<file path="config.mk">
export PLATFORM = sky130hd
export DESIGN_NAME = ring_nic
export DESIGN_NICKNAME = d
export VERILOG_FILES = /design/src/rtl/ring_nic_pkg.sv /design/src/rtl/nic_slot.sv /design/src/rtl/ring_nic.sv
export SDC_FILE = /design/constraint.sdc
export NUM_CORES = 1
export LEC_CHECK = 0
export ABC_AREA = 0
export CAP_MARGIN = 20
export CORE_UTILIZATION = 25
export CTS_CLUSTER_DIAMETER = 50
export DETAILED_ROUTE_END_ITERATION = 6
export GPL_TIMING_DRIVEN = 0
export SLEW_MARGIN = 20
export SYNTH_ARGS = -nofsm -noshare
export SYNTH_HDL_FRONTEND = slang
export SYNTH_SLANG_ARGS = --single-unit
</file>
<file path="constraint.sdc">
create_clock -name clk -period 1.8 [get_ports clk]
set_input_delay 0.36 -clock clk [delete_from_list [all_inputs] [get_ports clk]]
set_output_delay 0.36 -clock clk [all_outputs]
set_load 0.05 [all_outputs]
</file>
<file path="src/rtl/ring_nic_pkg.sv">
// Shared constants for the ring NIC: processor register map and packet geometry.
package ring_nic_pkg;

  localparam int unsigned NIC_DATA_W = 64;  // default packet / register width
  localparam int unsigned NIC_ADDR_W = 2;   // default register address width

  // Processor-visible register map
  localparam int unsigned NIC_IN_BUF   = 0;
  localparam int unsigned NIC_IN_STAT  = 1;
  localparam int unsigned NIC_OUT_BUF  = 2;
  localparam int unsigned NIC_OUT_STAT = 3;

  // Virtual-channel bit position for the default width
  localparam int unsigned VC_BIT = NIC_DATA_W - 1;

endpackage

</file>
<file path="src/rtl/nic_slot.sv">
// One-entry packet slot: data register plus full flag.
// Ports:
//   clk, reset   clock and asynchronous active-low reset
//   i_load       capture i_data and mark full
//   i_clear      mark empty (data is kept, only the flag drops)
//   i_data       data to capture
//   o_data       stored data
//   o_full       slot occupied
module nic_slot #(
  parameter int unsigned DATA_W = 64
) (
  input  logic              clk,
  input  logic              reset,
  input  logic              i_load,
  input  logic              i_clear,
  input  logic [DATA_W-1:0] i_data,
  output logic [DATA_W-1:0] o_data,
  output logic              o_full
);

  logic [DATA_W-1:0] r_data;
  logic              r_full;

  // Load wins over clear; callers never assert both.
  always_ff @(posedge clk or negedge reset) begin
    if (!reset) begin
      r_data <= '0;
      r_full <= 1'b0;
    end else if (i_load) begin
      r_data <= i_data;
      r_full <= 1'b1;
    end else if (i_clear) begin
      r_full <= 1'b0;
    end
  end

  assign o_data = r_data;
  assign o_full = r_full;

endmodule

</file>
<file path="src/rtl/ring_nic.sv">
// Network interface between a processor and the PE port of a ring router node.
// Ports:
//   clk, reset          clock and asynchronous active-low reset
//   addr, d_in, d_out   processor register port (d_out registered, 1-cycle read latency)
//   nic_en, nic_wr_en   access strobe and write select
//   net_so/net_ro/net_do  inject handshake toward the router (pesi/peri/pedi)
//   net_si/net_ri/net_di  eject handshake from the router (peso/pero/pedo)
//   net_polarity        router polarity; a packet is sent only when its vc bit matches
module ring_nic
  import ring_nic_pkg::*;
#(
  parameter int unsigned DATA_W = NIC_DATA_W,
  parameter int unsigned ADDR_W = NIC_ADDR_W
) (
  input  logic              clk,
  input  logic              reset,
  input  logic [ADDR_W-1:0] addr,
  input  logic [DATA_W-1:0] d_in,
  output logic [DATA_W-1:0] d_out,
  input  logic              nic_en,
  input  logic              nic_wr_en,
  output logic              net_so,
  input  logic              net_ro,
  output logic [DATA_W-1:0] net_do,
  input  logic              net_si,
  output logic              net_ri,
  input  logic [DATA_W-1:0] net_di,
  input  logic              net_polarity
);

  localparam int unsigned VcBit = DATA_W - 1;

  logic [DATA_W-1:0] w_in_buf;
  logic              w_in_full;
  logic [DATA_W-1:0] w_out_buf;
  logic              w_out_full;
  logic              w_wr;
  logic              w_rd;
  logic              w_recv;
  logic              w_in_clear;
  logic              w_out_load;
  logic [DATA_W-1:0] r_d_out;

  assign w_wr = nic_en & nic_wr_en;
  assign w_rd = nic_en & ~nic_wr_en;

  // Eject side: accept only while empty, so a full slot is never overwritten.
  assign net_ri     = ~w_in_full;
  assign w_recv     = net_si & ~w_in_full;
  // Clearing only when full keeps load and clear mutually exclusive.
  assign w_in_clear = w_rd & (addr == ADDR_W'(NIC_IN_BUF)) & w_in_full;

  // Inject side: a write to a full slot is dropped even if a send empties it this edge.
  assign w_out_load = w_wr & (addr == ADDR_W'(NIC_OUT_BUF)) & ~w_out_full;
  assign net_so     = w_out_full & net_ro & (w_out_buf[VcBit] == net_polarity);
  assign net_do     = w_out_buf;

  nic_slot #(
    .DATA_W (DATA_W)
  ) u_eject_slot (
    .clk     (clk),
    .reset   (reset),
    .i_load  (w_recv),
    .i_clear (w_in_clear),
    .i_data  (net_di),
    .o_data  (w_in_buf),
    .o_full  (w_in_full)
  );

  nic_slot #(
    .DATA_W (DATA_W)
  ) u_inject_slot (
    .clk     (clk),
    .reset   (reset),
    .i_load  (w_out_load),
    .i_clear (net_so),
    .i_data  (d_in),
    .o_data  (w_out_buf),
    .o_full  (w_out_full)
  );

  always_ff @(posedge clk or negedge reset) begin
    if (!reset) begin
      r_d_out <= '0;
    end else if (w_rd) begin
      case (addr)
        ADDR_W'(NIC_IN_BUF):   r_d_out <= w_in_buf;
        ADDR_W'(NIC_IN_STAT):  r_d_out <= {{(DATA_W-1){1'b0}}, w_in_full};
        ADDR_W'(NIC_OUT_BUF):  r_d_out <= w_out_buf;
        ADDR_W'(NIC_OUT_STAT): r_d_out <= {{(DATA_W-1){1'b0}}, w_out_full};
        default:               r_d_out <= '0;
      endcase
    end
  end

  assign d_out = r_d_out;

endmodule
</file>
==> flow_summary.ini, run 1 <==
[routing]
ant_nets = 0
wire_per_inst_um = 17.9
viasPerCell = 4.32
finalWirelength_um = 22400
vias = 5428
drcViolationCount = 0
drt_first_pass_iters = 4
drt_iter0_drc = 161

[timing]
min_period_over_period_pct = 97.1
worst_slew_pin_slew_ns = 0.590
setup_violations = 0
relSlewSlack_pct = 60.8
max_clock_freq_mhz = 572
skew_ns = 0.0122
hold_ws_ns = 0.324
min_period_ns = 1.75
timing.setup.tns_ns = 0
hold_viol = 0
rsz0062_at_grt = no
slew_violations = 0

[clock_tree]
cts_tree = built
clk_latency_ns = 0.44
cts_root_buf = clkbuf_16
cts_setup_buffers = 0
clockBufferDepth = 2
clk_pin_slew_worst_paths_ns = 0.08
clock_sinks = 194
numCtsBuffers = 17
htreeDepth = 4

[setup_path]
cp_max_fo = 3
crit_chain = dlygate4sd2_1
slowest_delay_ns = 0.55
endpoint_kind = output pin
start_kind = flop
worstPathArrival_ns = 1.39
cp_num_buf_inv = 1
required_ns = 1.44
cp_top_family = buffers and inverters
slowest_stage = dlygate4sd2_1
worstSetupPathType = reg2out

[grt]
grt_pass1_vias = 5737
grt_start_max_net_pins = 93
grt_pass1_wl_um = 35200
antenna_found_initial = 1
grt_usage_pct = 14.3
overflow = 0

[floorplan]
fp.dieW_um = 180
core-area_mm2 = 0.0310
io_pins = 267
die_area_mm2 = 0.0326
core.rowCount = 64
chipHeight_um = 180
start_util_pct = 25.7

[synthesis]
yosys_warnings = 0
yosysSeqAreaShare_pct = 61.0
syn-cell-area_mm2 = 0.00796
yosysMostFrequentCell = dfrtp_1
synth-main-ff-cell = dfrtp_1
avgSynthCellArea_um2 = 14.2
synth_top_area_share_pct = 61.0
synthCells = 560
ys_top_cells_by_count = dfrtp_1, mux2_2, mux2i_1, nand2_1, mux2_4
syn_nets = 697
async_reset_ff_share_pct = 100
ys_seq_elements = 194
synth.distinct_cells = 22
yosys.area.top_type = dfrtp_1
synth.area.top_cells = dfrtp_1, mux2_2, mux2_4, mux2i_1, nand2_1
synth_edf_count = 0

[placement]
post_dp_cell_area_mm2 = 0.0112
io_buffers = 266
routabilityCongestion = 0.727
dp_cells = 1224
hpwl_um = 16000

[finish]
stdcell_count = 1256
drive_above_1_share_pct = 22.2
diodes = 0
final_net_count = 985
num-fill-cells = 3014
area_growth_pct = 45.9
design_area_mm2 = 0.0116
fin_util_pct = 37.5

[pwr]
power_density_mw_per_mm2 = 1740
total_leakage_power_nw = 5.55
ir_worst_vdd_v = 0.000919

[min_path]
worstHoldPathType = in2async

[run]
cap_violations = 0

[outcome]
outcome = complete, no violations
==> cell families after synthesis <==
family	share of synthesized area (%)
AO/OA/AOI/OAI	4.12
flip-flops	61.0
XOR/XNOR	0.110
AND/OR/NAND/NOR	3.47
buffers and inverters	2.58
multiplexers	28.8
==> placed cells by master (no fill, tap or decap), types with 2 or more instances in the layout <==
master / count
nand2_1: 63
clkinvlp_4: 4
buf_2: 17
o21ai_1: 20
clkdlybuf4s15_1: 8
o21ai_0: 44
bufinv_16: 2
mux2_2: 80
clkbuf_1: 12
inv_1: 2
mux2_4: 49
buf_16: 2
clkinv_4: 3
clkdlybuf4s50_1: 135
buf_6: 6
dlygate4sd2_1: 118
dfrtp_1: 194
clkinv_2: 2
clkbuf_2: 2
mux2i_1: 63
clkbuf_16: 17
buf_4: 2
==> layer usage <==
layer  up-vias  track usage (%)  routed length (µm)
met3        20             4.75                1480
met2       158             23.1               10700
met5         -                0                  12
met1      2713             18.0                9940
li1       2535                -                   -
met4         2             4.21                 335
==> path summary, 6_finish.rpt <==
kind | start | cells past startpoint | slack, ns | to
setup / recovery | u_inject_slot.o_data[45] | 1 | 0.05 | net_do[45]
hold / removal | reset | 2 | 0.32 | d_out[36]
setup reg to reg | u_eject_slot.o_full | 4 | 0.10 | u_eject_slot.o_data[44]
hold reg to reg | d_out[45] | 2 | 0.48 | d_out[45]
max in group asynchronous | reset | 3 | 0.76 | u_eject_slot.o_data[55]
min in group clk | d_out[45] | 2 | 0.48 | d_out[45]
==> metrics by stage <==
| step | power (W) | worst slack [ns] |
|---|---|---|
| floorplan | 0.0138 | 0.149 |
| global placement | 0.0172 | -8.35 |
| detailed placement | 0.0173 | -0.478 |
| CTS | 0.0205 | 0.00432 |
| global route | 0.0213 | 0.000158 |
| finish | 0.0202 | 0.0517 |
==> report_power, final <==
group | internal, W | leakage (nW) | switching (W)
Sequential | 0.00619 | 2.39 | 0.00120
Clock | 0.00208 | 0.271 | 0.00175
Combinational | 0.00332 | 2.88 | 0.00562
==> what timing repair did <==
item	in CTS	in global routing
endpoints found under the setup margin	130	11
cloned	0	0
resized for setup	139	11
hold endpoints to repair	13	0
hold buffers	1	0
pin swaps	0	1
==> area by class of cell <==
cell class | count | area, µm² | share of cell area (%)
plain buffers | 35 | 198 | 1.70
clock buffers | 19 | 443 | 3.81
clock inverters | 12 | 135 | 1.16
inverters | 2 | 7.51 | 0.0646
multi-input cells | 329 | 2900 | 25.0
flip-flops and latches | 194 | 4850 | 41.8
well taps | 396 | 495 | 4.27
repair buffers | 269 | 2580 | 22.2
==> state kept, by name (all words and copies together) (netlist names) <==
name                  cells
u_inject_slot.o_full      1
u_eject_slot.o_full       1
d_out                    64
u_eject_slot.o_data      64
u_inject_slot.o_data     64
Power figures use the tool's default switching activity.
==> inputs of run 2 (changes only) <==
DONT_BUFFER_PORTS = 1   (was not set)
==> run 2 against run 1 <==
Net effect: largest power group is now registers; die area stayed put; core utilization is 8.2 points lower; the flow now finishes with violations (hold timing, setup timing); clock-buffer cell count is 1 higher; worst hold slack worse by 0.70 ns.
==> flow_summary.ini, run 2 (synthesis gave the netlist of run 1 again) <==
[floorplan]
die_area_mm2 = 0.0326
fp.dieW_um = 180
chipHeight_um = 180
core.rowCount = 64
core-area_mm2 = 0.0310
io_pins = 267
start_util_pct = 25.7

[timing]
setup_violations = 1
skew_ns = 0.00945
min_period_ns = 1.84
hold_viol = 194
rsz0062_at_grt = yes
relSlewSlack_pct = 60.7
slew_violations = 0
max_clock_freq_mhz = 543
hold_ws_ns = -0.379
setup_slack_ns = -0.0428
worst_slew_pin_slew_ns = 0.590
min_period_over_period_pct = 102

[routing]
drt_first_pass_iters = 4
viasPerCell = 4.49
vias = 4428
drt_iter0_drc = 168
drcViolationCount = 0
finalWirelength_um = 20400
ant_nets = 0
wire_per_inst_um = 20.7

[clock_tree]
clock_sinks = 194
clockBufferDepth = 2
cts_root_buf = clkbuf_16
clk_latency_ns = 0.43
cts_setup_buffers = 0
cts_tree = built
numCtsBuffers = 17
clk_pin_slew_worst_paths_ns = 0.07
htreeDepth = 4

[finish]
area_growth_pct = 13.8
final_net_count = 716
design_area_mm2 = 0.00906
fin_util_pct = 29.2
layout_common_cells = dfrtp_1, mux2_2, mux2i_1, nand2_1, mux2_4
diodes = 0
final_common_cell = dfrtp_1
drive_above_1_share_pct = 31.5

[setup_path]
cp_max_fo = 4
worstPathArrival_ns = 1.48
required_ns = 1.44
start_kind = flop
endpoint_kind = output pin
startpoint = u_inject_slot.o_data[63]
worstSetupPathType = reg2out
rr_startpoint = u_inject_slot.o_full

[placement]
post_dp_cell_area_mm2 = 0.00846
routabilityCongestion = 0.724
hpwl_um = 14400
pre_cts_slack_ns = -0.000674
io_buffers = 0

[pwr]
total_leakage_power_nw = 4.16
ir_worst_vdd_v = 0.000729
power_density_mw_per_mm2 = 2030

[grt]
grt_start_max_net_pins = 195
grt_pass1_vias = 4764
antenna_found_initial = 1
grt_pass1_wl_um = 31200
grt_usage_pct = 13.0
overflow = 0

[outcome]
outcome = complete, but fails checks
failed_checks = hold timing, setup timing

[run]
cap_violations = 0

[min_path]
worstHoldPathType = in2async
==> run 2: final cells by class <==
| class | count | area [µm²] |
|---|---|---|
| inverters | 2 | 7.51 |
| well taps | 396 | 495 |
| plain buffers | 35 | 210 |
| multi-input cells | 329 | 2920 |
| fillers | 3139 | 21900 |
| flip-flops and latches | 194 | 4860 |
| clock inverters | 11 | 130 |
| clock buffers | 20 | 447 |
==> run 2: path summary, 6_finish.rpt <==
| check | endpoint | slack [ns] | depth (start not counted) |
|---|---|---|---|
| worst max-delay path | net_so | -0.04 | 2 |
| worst min-delay path | u_inject_slot.o_data[36] | -0.38 | 0 |
| worst max register to register | u_inject_slot.o_data[6] | 0.17 | 5 |
| worst min register to register | u_eject_slot.o_data[31] | 0.50 | 1 |
| max in group asynchronous | u_inject_slot.o_data[31] | 1.87 | 0 |
| min in group clk | u_inject_slot.o_data[1] | 0.07 | 1 |
==> run 2: stage by stage <==
stage	instances	TNS (ns)	total power, W
CTS	987	-0.0655	0.0187
global route	987	-0.0930	0.0194
finish	987	-0.0428	0.0184
detailed placement	956	-0.000674	0.0148
floorplan	560	0	0.0138
global placement	956	0	0.0147
==> run 2: worst max-delay path, cell delays in order, from the launching register on <==
cell and delay, ns:
dfrtp_2 0.58, xnor2_2 0.15, and3_4 0.31
==> run 2: repair_timing <==
action / in CTS / in global routing
gates resized for setup: 3 / 6
setup endpoints to repair: 1 / 39
pin swaps: 2 / 1
endpoints found under the hold margin: 194 / 194
==> run 2: power by group <==
part | internal [W] | switching (W)
clock | 0.00209 | 0.00171
sequential | 0.00610 | 0.00538
combinational | 0.00206 | 0.00107
total | 0.0103 | 0.00816
==> run 2: routing by layer <==
layer,routed length (µm),global-route usage [%],vias to the layer above
met2,10100,21.4,156
met4,227,3.76,0
met3,1800,6.00,11
met5,0,0,-
li1,-,-,1991
met1,8240,15.0,2270
